--- src/rtl/hls_kernel_run_sequencer.sv ---
// rtl/hls_kernel_run_sequencer.sv - ap_ctrl_chain batch run sequencer with latency statistics
//
// Runs one HLS kernel N times back to back on the ap_ctrl_chain handshake and
// records the start-to-done latency of every run (last, min, max).
//
// Optional watchdog: define HLS_RUN_SEQ_WATCHDOG_EN to enable the per-run
// timeout (parameter WDOG_CYCLES exists only in that build).
//
// Ports:
//   clk_i, rst_ni        clock (rising edge), asynchronous active-low reset
//   cmd_valid_i          batch command valid (accepted only while idle)
//   cmd_ready_o          high while idle
//   cmd_count_i          number of runs in the batch; 0 is legal
//   abort_i              level; batch stops after the run being acknowledged
//   ap_start_o           kernel start, held until ap_ready_i is sampled
//   ap_ready_i           kernel accepted its inputs
//   ap_done_i            kernel finished a run
//   ap_continue_o        one-cycle acknowledge of ap_done_i
//   busy_o               batch in progress
//   batch_done_o         one-cycle pulse at batch end
//   runs_done_o          completed runs in the current/last batch
//   lat_last_o           latency of the most recent run
//   lat_min_o/lat_max_o  min/max latency over the current/last batch
//   err_timeout_o        sticky watchdog error (constant 0 without the watchdog)

module hls_kernel_run_sequencer #(
    parameter int CNT_W = 16,
    parameter int LAT_W = 20
`ifdef HLS_RUN_SEQ_WATCHDOG_EN
    ,
    parameter int WDOG_CYCLES = 4096
`endif
) (
    input  logic             clk_i,
    input  logic             rst_ni,
    input  logic             cmd_valid_i,
    output logic             cmd_ready_o,
    input  logic [CNT_W-1:0] cmd_count_i,
    input  logic             abort_i,
    output logic             ap_start_o,
    input  logic             ap_ready_i,
    input  logic             ap_done_i,
    output logic             ap_continue_o,
    output logic             busy_o,
    output logic             batch_done_o,
    output logic [CNT_W-1:0] runs_done_o,
    output logic [LAT_W-1:0] lat_last_o,
    output logic [LAT_W-1:0] lat_min_o,
    output logic [LAT_W-1:0] lat_max_o,
    output logic             err_timeout_o
);

    typedef enum logic [2:0] {
        S_IDLE,
        S_START,
        S_WAIT_DONE,
        S_ACK,
        S_FINISH
    } state_t;

    state_t           state_q;
    logic [CNT_W-1:0] remaining_q;
    logic [CNT_W-1:0] runs_done_q;
    logic [LAT_W-1:0] lat_cnt_q;
    logic [LAT_W-1:0] lat_last_q;
    logic [LAT_W-1:0] lat_min_q;
    logic [LAT_W-1:0] lat_max_q;
    logic             ap_start_q;
    logic             ap_continue_q;
    logic             busy_q;
    logic             batch_done_q;

    logic [LAT_W-1:0] lat_cnt_d;
    logic             run_done_d;

`ifdef HLS_RUN_SEQ_WATCHDOG_EN
    localparam logic [LAT_W-1:0] WDOG_LIM = LAT_W'(WDOG_CYCLES);
    logic err_timeout_q;
`endif

    // Saturating increment: a stuck counter reports 2^LAT_W-1 rather than wrapping.
    assign lat_cnt_d = (&lat_cnt_q) ? lat_cnt_q : lat_cnt_q + LAT_W'(1);

    // The kernel may raise ap_ready and ap_done together, which skips WAIT_DONE.
    always_comb begin
        run_done_d = 1'b0;
        if (state_q == S_START) begin
            run_done_d = ap_ready_i & ap_done_i;
        end else if (state_q == S_WAIT_DONE) begin
            run_done_d = ap_done_i;
        end
    end

    // The latency counter holds the number of clock edges between the first
    // ap_start cycle and the cycle ap_done is sampled; it is not advanced on
    // the done edge itself, so ACK sees the finished value.
    always_ff @(posedge clk_i or negedge rst_ni) begin
        if (!rst_ni) begin
            state_q       <= S_IDLE;
            remaining_q   <= '0;
            runs_done_q   <= '0;
            lat_cnt_q     <= '0;
            lat_last_q    <= '0;
            lat_min_q     <= '1;
            lat_max_q     <= '0;
            ap_start_q    <= 1'b0;
            ap_continue_q <= 1'b0;
            busy_q        <= 1'b0;
            batch_done_q  <= 1'b0;
`ifdef HLS_RUN_SEQ_WATCHDOG_EN
            err_timeout_q <= 1'b0;
`endif
        end else begin
            batch_done_q  <= 1'b0;
            ap_continue_q <= 1'b0;
            case (state_q)
                S_IDLE: begin
                    if (cmd_valid_i) begin
                        remaining_q <= cmd_count_i;
                        runs_done_q <= '0;
                        lat_min_q   <= '1;
                        lat_max_q   <= '0;
                        busy_q      <= 1'b1;
                        if (cmd_count_i == '0) begin
                            state_q <= S_FINISH;
                        end else begin
                            state_q    <= S_START;
                            ap_start_q <= 1'b1;
                            lat_cnt_q  <= '0;
                        end
                    end
                end
                S_START, S_WAIT_DONE: begin
                    if (run_done_d) begin
                        ap_start_q    <= 1'b0;
                        ap_continue_q <= 1'b1;
                        state_q       <= S_ACK;
                    end
`ifdef HLS_RUN_SEQ_WATCHDOG_EN
                    else if (lat_cnt_q >= WDOG_LIM) begin
                        err_timeout_q <= 1'b1;
                        ap_start_q    <= 1'b0;
                        state_q       <= S_FINISH;
                    end
`endif
                    else begin
                        lat_cnt_q <= lat_cnt_d;
                        if (state_q == S_START && ap_ready_i) begin
                            ap_start_q <= 1'b0;
                            state_q    <= S_WAIT_DONE;
                        end
                    end
                end
                S_ACK: begin
                    lat_last_q <= lat_cnt_q;
                    if (lat_cnt_q < lat_min_q) begin
                        lat_min_q <= lat_cnt_q;
                    end
                    if (lat_cnt_q > lat_max_q) begin
                        lat_max_q <= lat_cnt_q;
                    end
                    runs_done_q <= runs_done_q + CNT_W'(1);
                    remaining_q <= remaining_q - CNT_W'(1);
                    if (remaining_q == CNT_W'(1) || abort_i) begin
                        state_q <= S_FINISH;
                    end else begin
                        state_q    <= S_START;
                        ap_start_q <= 1'b1;
                        lat_cnt_q  <= '0;
                    end
                end
                S_FINISH: begin
                    batch_done_q <= 1'b1;
                    busy_q       <= 1'b0;
                    state_q      <= S_IDLE;
                end
                default: begin
                    state_q <= S_IDLE;
                end
            endcase
        end
    end

    assign cmd_ready_o   = (state_q == S_IDLE);
    assign ap_start_o    = ap_start_q;
    assign ap_continue_o = ap_continue_q;
    assign busy_o        = busy_q;
    assign batch_done_o  = batch_done_q;
    assign runs_done_o   = runs_done_q;
    assign lat_last_o    = lat_last_q;
    assign lat_min_o     = lat_min_q;
    assign lat_max_o     = lat_max_q;
`ifdef HLS_RUN_SEQ_WATCHDOG_EN
    assign err_timeout_o = err_timeout_q;
`else
    assign err_timeout_o = 1'b0;
`endif

endmodule

--- config.mk ---
export PLATFORM = sky130hd
export DESIGN_NAME = hls_kernel_run_sequencer
export DESIGN_NICKNAME = d
export VERILOG_FILES = /design/src/rtl/hls_kernel_run_sequencer.sv
export SDC_FILE = /design/constraint.sdc
export NUM_CORES = 1
export LEC_CHECK = 0
export CAP_MARGIN = 10
export CELL_PAD_IN_SITES_DETAIL_PLACEMENT = 0
export CELL_PAD_IN_SITES_GLOBAL_PLACEMENT = 1
export CORE_MARGIN = 2
export CORE_UTILIZATION = 41
export CTS_CLUSTER_DIAMETER = 120
export DETAILED_ROUTE_END_ITERATION = 7
export GPL_TIMING_DRIVEN = 0
export PLACE_DENSITY = 0.88
export REMOVE_ABC_BUFFERS = 1
export SLEW_MARGIN = 20
export SYNTH_ARGS = -nofsm -noshare
export SYNTH_HDL_FRONTEND = slang
export SYNTH_SLANG_ARGS = --single-unit
--- constraint.sdc ---
create_clock -name clk_i -period 2.6 [get_ports clk_i]
set_input_delay 0.26 -clock clk_i [delete_from_list [all_inputs] [get_ports clk_i]]
set_output_delay 0.26 -clock clk_i [all_outputs]
set_load 0.01 [all_outputs]
==> summary.txt, run 1 <==
Route
  • WL final: 16400 microns
  • Vias per cell: 5.28
  • Total number of vias: 5549
  • Remaining routing DRC violations: 0
  • Drt wl/cell: 15.6 microns
  • 1st-pass router iterations: 5
  • Starting DRC count in detailed routing: 308
  • ANT nets after route: 0

Power and ir drop
  • Max VDD drop: 464 uV
  • Sw Ratio: 35.1%
  • Static leakage: 3.79 nW
  • Flop pwr share: 34.5%
  • Pint: 5.21 mW
  • Cell Pwr Density: 933 nW/um^2
  • Clock share of power: 29.3%
  • Combinational power share: 36.2%
  • Sw power: 2.82 mW

Logic synthesis
  • Top cells by area, synth: dfrtp_1 (38%), ha_1 (8.2%), dfstp_2 (8.0%)
  • Cell count after synthesis: 714
  • Ys flop type: dfrtp_1
  • Asr flop ratio synth: 100%
  • Post-Syn Area: 6570 sq um
  • Top-count cell post-synth: nand2_1
  • Syn Area/Cell: 9.19 sq um
  • Post-synth top area share: 37.7%
  • Synth Register Bits: 119
  • Yosys warns: 0
  • Post-synthesis sequential area ratio: 45.7%
  • Post-synth top cells: nand2_1 (103), dfrtp_1 (99), o21ai_0 (66), inv_1 (65), nor2_1 (49)
  • Yosys cell types: 58
  • EDFF count, synth: 0
  • Area leader, netlist: dfrtp_1

Timing
  • Final setup margin: 99.0 ps
  • TNS Setup: 0 ps
  • Rel. slew slack: 46.3%
  • Period minus WS final: 2500 ps
  • Worst-margin pin slew: 801 ps
  • Max Freq: 0.400 GHz
  • # setup viols final: 0
  • Final Hold Vio Count: 0
  • Final cycle utilization of the critical path: 96.2%
  • Slew Viols, Final: 0
  • Clock skew: 7.34 ps

Placement
  • DP Worst Slack: -443 ps
  • GPL Wtd Cong: 0.802
  • Detailed placement HPWL: 11700 microns
  • Number of port buffers: 102

Global routing
  • First-pass GRT wire length: 27200 microns
  • Largest net degree at the start of global routing: 65
  • Tot GR Track Use: 20.4%
  • Initial antenna violation count: 0
  • Total grt overflow: 0
  • Vias in the first global route: 5194

CTS
  • CTS Buf Count: 17
  • H-tree depth: 4
  • CTS sink cnt: 119
  • Reg clk slew, reported paths: 60 ps
  • TritonCTS clock tree: yes
  • Root buf cell: clkbuf_16
  • CTS max path bufs: 2
  • Clock Latency Late Sink: 420 ps

Critical path
  • WP data arrival: 2830 ps
  • CP Data Required Time: 2930 ps
  • Crit start category: flop
  • CP Capture Type: flop
  • Worst reg2reg path depth: 9
  • Critical path class: reg -> reg
  • Crit Path Max Fanout: 8

Final layout
  • N_diodes: 0
  • Nets: 888
  • Share of cells above drive strength 1: 11.3%
  • P&R area growth vs syn: 31.1%

Floorplan
  • CORE AREA: 15800 sq um
  • IO Count: 104
  • Die area: 17000 sq um
  • Cell row count: 46
  • Die width: 131 microns
  • Starting Density: 41.6%
  • Die Span Y: 131 microns

Job
  • Max-Cap Viols: 0

Min path
  • Min-delay worst type: in -> async

Run status
  • Outcome: completed
layout by cell type, fill, tap and decap left out, types with 3 or more instances in the layout:
cell type and n:
mux2i_1 44, or4_4 3, buf_16 3, or2_2 3, a21o_1 3, o21ai_0 66
a211oi_1 3, clkbuf_8 5, buf_4 8, dfstp_2 20, clkdlybuf4s50_1 101, dfrtp_1 97
nor4_2 3, o211ai_1 11, and3_1 5, nor3_1 12, nor2_1 49, buf_6 4
or4_1 5, a31oi_1 5, nor3b_1 3, or3_1 8, o311ai_0 6, inv_1 65
nand4_1 11, clkbuf_16 17, ha_1 43, a21oi_1 36, clkinv_2 6, nand2_1 102
and4_1 3, nand3_1 33
power by group through the flow:
stage               clock (mW)  combinational (mW)  sequential [mW]
finish                    2.35                2.91             2.78
global route              2.48                3.25             2.84
CTS                       2.39                2.89             2.77
detailed placement           0                2.84             2.80
global placement             0                2.68             2.80
floorplan                    0                1.51             2.85
sequential cells by signal, indices dropped and copies added (netlist names):
name and flops:
state_q 3, lat_min_o 20, batch_done_o 1, runs_done_o 16
remaining_q 16, ap_start_o 1, busy_o 1, lat_last_o 20
lat_max_o 20, ap_continue_o 1, lat_cnt_q 20
final cells by class:
type / count / area, sq um
clock buffer: 22 / 494
clock inverter: 9 / 97.6
fill: 1472 / 7160
inverter: 65 / 244
multi-input combinational: 501 / 3250
sequential: 119 / 3010
tap: 216 / 270
timing repair buffer: 119 / 1240
repair_timing:
| item | CTS | global route |
|---|---|---|
| hold buffers | 1 | 0 |
| pin swaps | 1 | 2 |
| endpoints found under the hold margin | 43 | 0 |
| endpoints found under the setup margin | 29 | 27 |
| buffers inserted | 2 | 4 |
| resized for setup | 3 | 9 |
cell families after synthesis:
logic type	synth area share, %
and+or+nand+nor	19.3
AOI/OAI and AO/OA	13.5
DFF	45.7
buffers and inverters	5.72
muxes	7.22
adders and majority gates	8.20
xor gates and xnor gates	0.267
other	0.0571
metal layers:
| metal | track usage, % | wire, microns |
|---|---|---|
| met5 | 0 | 0 |
| met4 | 6.20 | 243 |
| met3 | 4.97 | 810 |
| met2 | 31.9 | 7680 |
| met1 | 28.3 | 7700 |
worst max-delay path: stages (launching register included):
cell and delay, ps:
dfrtp_1 460, ha_1 330, a21oi_1 140, o21ai_0 170, and2_1 240, o41ai_4 410, buf_4 180, buf_4 140
buf_6 140, mux2i_1 210
final timing paths:
kind	from	endpoint	slack, ps
max in group asynchronous	rst_ni	lat_min_o[3]	1490
max reg2reg	lat_cnt_q[3]	lat_max_o[14]	100
min in group clk_i	cmd_count_i[5]	remaining_q[5]	440
min	rst_ni	lat_cnt_q[7]	380
min reg2reg	lat_last_o[17]	lat_last_o[17]	470
max	lat_cnt_q[3]	lat_max_o[14]	100
metrics by stage:
stage | hold slack (ps) | util (%) | power, mW | cell area (sq um) | cells
6_report | 384 | 54.6 | 8.04 | 8610 | 1051
5_1_grt | 446 | 54.6 | 8.57 | 8610 | 1051
4_1_cts | 389 | 54.2 | 8.05 | 8550 | 1048
3_5_place_dp | 262 | 50.2 | 5.64 | 7920 | 1014
3_3_place_gp | 461 | 49.0 | 5.48 | 7720 | 1003
2_1_floorplan | -35.6 | - | 4.35 | 6430 | 685
No activity file was read; power rests on OpenSTA's default activity.
==> run 2: changes to the inputs <==
--- a/config.mk
+++ b/config.mk
@@ -13,6 +13,7 @@
 export CTS_CLUSTER_DIAMETER = 120
 export DETAILED_ROUTE_END_ITERATION = 7
 export GPL_TIMING_DRIVEN = 0
+export HOLD_SLACK_MARGIN = 0.1
 export PLACE_DENSITY = 0.88
 export REMOVE_ABC_BUFFERS = 1
 export SLEW_MARGIN = 20
==> results of run 2 <==
No change in the layout: final DEF, timing and power equal those of run 1.
==> RTL edit 1 (config.mk and constraints of run 2) <==
Re-encode `state_t` (5 states) as one-hot, 5 bits wide.
--- a/src/rtl/hls_kernel_run_sequencer.sv
+++ b/src/rtl/hls_kernel_run_sequencer.sv
@@ -50,12 +50,12 @@
     output logic             err_timeout_o
 );
 
-    typedef enum logic [2:0] {
-        S_IDLE,
-        S_START,
-        S_WAIT_DONE,
-        S_ACK,
-        S_FINISH
+    typedef enum logic [4:0] {
+        S_IDLE      = 5'b00001,
+        S_START     = 5'b00010,
+        S_WAIT_DONE = 5'b00100,
+        S_ACK       = 5'b01000,
+        S_FINISH    = 5'b10000
     } state_t;
 
     state_t           state_q;
Function: same outputs for any inputs over 4 cycles, from zero or initial values and one cycle with rst_ni low; so few cycles prove little.
==> RTL edit 1 against run 2 <==
  * Non-clock buffer count up 3
  * Clock power is 7% higher
  * Die area up 1.4%
  * Hold slack got worse by 0.019 ns
  * Setup slack worse by 0.039 ns
  * Critical endpoint is now lat_min_o[19]$_DFFE_PN1P_
  * Sequential share of layout area rose by 0.068 points
  * Highest routed layer unchanged
  * Global-route usage grew 0.90 points
  * Total power is 17% lower
  * Sequential cell count rose by 2
  * Synthesized area grew 1.5%
  * Wire length rose by 9.3%
  * Synthesized cell count rose by 4.2%
  * Design area increased by 1.5%
==> RTL edit 1: results (changes against run 2) <==
* Met1 Use GR: 0.299 (was 0.283)
- Tightest Hold Check Type: primary input to async pin (unchanged)
- Post-placement worst setup slack: -0.647 ns (was -0.443 ns)
* # Post-CTS Setup Buffers: 3 (was 2)
- The number of fill cells was 1,489 (was 1,472).
- Detail-routed via count per cell: 5.52 (was 5.28)
- Layout cell share with drive strength beyond 1: 0.109 (was 0.113)
- The sequential element share of the synthesized area came to 0.458 (was 0.457).
- Met2 Usage GRT: 0.337 (was 0.319)
* Detailed-router iteration count before antenna repair: 7 (was 5)
* Routed Wire Length: 18,000 um (was 16,400 um)
- Master of the slowest instance on the critical path: sky130_fd_sc_hd__dfstp_2 (was sky130_fd_sc_hd__dfrtp_1)
- GR Layer Usage met3: 0.0332 (was 0.0497)
- The global-route usage over all layers is 0.213 (was 0.204).
- Most frequent cells after synthesis: sky130_fd_sc_hd__dfrtp_1, sky130_fd_sc_hd__nand2_1, sky130_fd_sc_hd__inv_1 (was sky130_fd_sc_hd__nand2_1, sky130_fd_sc_hd__dfrtp_1, sky130_fd_sc_hd__o21ai_0)
* Final critical-path setup slack: 0.0605 ns (was 0.0990 ns)
- The start point of the critical path is lat_min_o[19]$_DFFE_PN1P_ (was lat_cnt_q[3]$_DFFE_PN0P_).
- Ranking of synthesized cells by area: sky130_fd_sc_hd__dfrtp_1, sky130_fd_sc_hd__dfstp_2, sky130_fd_sc_hd__ha_1 (was sky130_fd_sc_hd__dfrtp_1, sky130_fd_sc_hd__ha_1, sky130_fd_sc_hd__dfstp_2).
- The weighted congestion at the end of routability-driven global placement came to 0.799 (was 0.802).
* Termination of the worst setup path: lat_min_o[19]$_DFFE_PN1P_ (was lat_max_o[14]$_DFFE_PN0P_)
* Post-cts gate resize count: 15 (was 3)
- P_leak: 3.89 nW (was 3.79 nW)
- Headroom to the max-slew limit: 0.381 (was 0.463)
- Post-DP HPWL: 11,700 um (about the same)
* Number of global-route vias before repair: 5,759 (was 5,194)
* Root Buffer: sky130_fd_sc_hd__clkbuf_16 (unchanged)
- Global-route wire length before repair: 29,500 um (was 27,200 um)
* Result of the run: finished clean (unchanged)
* Crit path max fanout: 11 (was 8)
- The final net count was 909 (was 888).
* Dominant synthesized flop cell: sky130_fd_sc_hd__dfrtp_1 (unchanged)
- The largest clock skew in the final design is 0.00921 ns (was 0.00734 ns).
- DR iter-0 viols: 389 (was 308)
RTL edit 1: cell count changes after synthesis, sizes merged, moves of 6 or more:
cell,delta
a21oi,+15
o211ai,-9
nor4,+10
clkbuf,+13
xnor2,+6
a31oi,+24
nand3,-15
mux2i,-43
inv,-9
a22o,+20
nand2,-6
o21ai,-9
o311ai,-6
nor3,+20
RTL edit 1: logic make-up after synthesis:
kind of cell    count (synthesis)  share of synthesized area
buf+inv                        98                     0.0592
compound gates                192                      0.177
xor+xnor                       12                     0.0158
mux                             2                    0.00319
flops                         121                      0.458
fa+ha+maj                      43                     0.0808
simple gates                  275                      0.205
other cells                     1                   0.000563
RTL edit 1: layout make-up:
type                            count  share of cell area
Clock buffer                       24              0.0551
Clock inverter                      8              0.0163
Inverter                           56              0.0241
Multi-Input combinational cell    526               0.379
Sequential cell                   121               0.350
Tap cell                          216              0.0309
Timing Repair Buffer              122               0.145
RTL edit 1: through the flow:
step / TNS [ns] / cell area [um^2] / instances / utilization / hold slack, ns
after floorplan: -13.47 / 6480 / 702 / - / -0.0356
after global placement: -536.37 / 7770 / 1020 / 0.489 / 0.466
after detailed placement: -19.58 / 7900 / 1027 / 0.497 / 0.262
after CTS: 0 / 8640 / 1064 / 0.544 / 0.384
after global routing: -0.0638 / 8740 / 1073 / 0.550 / 0.436
final: 0 / 8740 / 1073 / 0.550 / 0.365
RTL edit 1: report_power, final:
group / internal (mW) / leakage, nW / switching (mW)
Combinational: 0.714 / 2.02 / 1.09
Clock: 1.68 / 0.304 / 0.846
Sequential: 2.11 / 1.57 / 0.242
Total: 4.50 / 3.89 / 2.18
RTL edit 1: routing by layer:
layer,up-vias,share of wire
met5,-,0
met2,146,0.46
li1,2879,-
met3,23,0.048
met1,2875,0.48
met4,0,0.016
==> RTL edit 2 (config.mk and constraints of run 2) <==
Without the edit above. Add a define of `HLS_RUN_SEQ_WATCHDOG_EN`.
--- a/src/rtl/hls_kernel_run_sequencer.sv
+++ b/src/rtl/hls_kernel_run_sequencer.sv
@@ -23,6 +23,8 @@
 //   lat_min_o/lat_max_o  min/max latency over the current/last batch
 //   err_timeout_o        sticky watchdog error (constant 0 without the watchdog)
 
+`define HLS_RUN_SEQ_WATCHDOG_EN
+
 module hls_kernel_run_sequencer #(
     parameter int CNT_W = 16,
     parameter int LAT_W = 20
Formal check against the unedited RTL: same outputs for any inputs over 4 cycles, from zero or initial values and one cycle with rst_ni low; that may be too few to reach the edited logic, so the function may still have changed.
==> RTL edit 2 against run 2 <==
  * Wire length is 11% higher
  * Die area is 0.30% lower
  * Total power is 11% higher
  * Synthesized area is 0.30% lower
  * Design area is 1.9% higher
  * Setup slack worse by 0.064 ns
  * Sequential cell count is 1 higher
  * Critical endpoint is now lat_max_o[9]$_DFFE_PN0P_
  * Largest cell class unchanged
==> RTL edit 2: results (changes against run 2) <==
* Worst Hold Margin: 0.369 ns (was 0.384 ns)
* Number of cell instances on the worst register-to-register path: 7 (was 9)
* Worst Tran Pin Value: 0.761 ns (was 0.801 ns)
* Maximum clock rate: 390 MHz (was 400 MHz)
- Result of the run: finished clean (unchanged)
- The violation count after the first detailed-routing iteration is 376 (was 308).
- Peak per-stage delay on the critical path: 0.61 ns (was 0.46 ns)
- I/O Buffers: 103 (was 102)
* Worst-case clock skew: 0.00762 ns (was 0.00734 ns)
- The slowest cell on the critical path is sky130_fd_sc_hd__or4_4 (was sky130_fd_sc_hd__dfrtp_1).
* CP Data Arrival Time: 2.86 ns (was 2.83 ns)
- The number of fill cells is 1,389 (was 1,472).
* Cell Area, Placed: 7810 um^2 (was 7920 um^2)
* Endpoint of the most critical register-to-register path: lat_max_o[9]$_DFFE_PN0P_ (was lat_max_o[14]$_DFFE_PN0P_)
- The detailed-route via count came to 5,750 (was 5,549).
* Final weighted congestion in routability-driven placement: 0.825 (was 0.802)
- Count of distinct cell types in the synthesized netlist: 70 (was 58)
- Count of mapped cells out of synthesis: 685 (was 714)
* P_leak: 3.93 nW (was 3.79 nW)
- Number of global-route vias before repair: 5,640 (was 5,194)
- The global-route usage over all layers came to 0.214 (was 0.204).
* Largest net degree at the start of global routing: 68 (was 65)
* Routed Wire Length: 18,300 um (was 16,400 um)
* VDD IR max: 0.000458 V (was 0.000464 V)
- Post-DP HPWL: 11,900 um (was 11,700 um)
- Most frequent cells after synthesis: sky130_fd_sc_hd__nand2_1, sky130_fd_sc_hd__dfrtp_1, sky130_fd_sc_hd__inv_1 (was sky130_fd_sc_hd__nand2_1, sky130_fd_sc_hd__dfrtp_1, sky130_fd_sc_hd__o21ai_0)
* Crit path max fanout: 9 (was 8)
* Crit-path leading delay family: simple AND/OR/NAND/NOR gates (was compound AO/OA/AOI/OAI gates)
## RTL edit 2: layer usage
| layer | wire length, um | up-vias | GRT usage |
|---|---|---|---|
| met3 | 922 | 29 | 0.0435 |
| met2 | 9010 | 189 | 0.364 |
| li1 | - | 2700 | - |
| met4 | 396 | 0 | 0.0839 |
| met1 | 7980 | 2832 | 0.269 |
| met5 | 0 | - | 0 |
## RTL edit 2: logic make-up (layout without fill, tap and decap cells)
family / Yosys count / in the layout / share of synthesized area
AND/OR/NAND/NOR: 253 / 256 / 0.186
AO/OA/AOI/OAI: 164 / 164 / 0.177
flip-flops: 120 / 120 / 0.463
buffers and inverters: 81 / 211 / 0.0522
adder cells (fa/ha/maj): 44 / 44 / 0.0841
multiplexers: 23 / 23 / 0.0382
## RTL edit 2: report_power, final
part | internal (mW) | switching, mW | leakage (nW)
registers | 2.39 | 0.363 | 1.55
logic | 1.58 | 1.93 | 2.05
clock network | 1.86 | 0.833 | 0.327
total | 5.83 | 3.12 | 3.93
## RTL edit 2: final cells by class
cell class | count | area share
flip-flops and latches | 120 | 0.346
repair buffers | 128 | 0.146
well taps | 216 | 0.0308
clock inverters | 6 | 0.0180
multi-input cells | 487 | 0.379
clock buffers | 26 | 0.0592
inverters | 51 | 0.0218
## RTL edit 2: repair_timing
| action | 4_1_cts | 5_1_grt |
|---|---|---|
| buffers inserted | 6 | 12 |
| gates cloned | 1 | 3 |
| hold buffers | 1 | 0 |
| gates resized for setup | 12 | 12 |
| endpoints found under the setup margin | 48 | 28 |
| hold endpoints to repair | 49 | 0 |
| pin swaps | 3 | 2 |
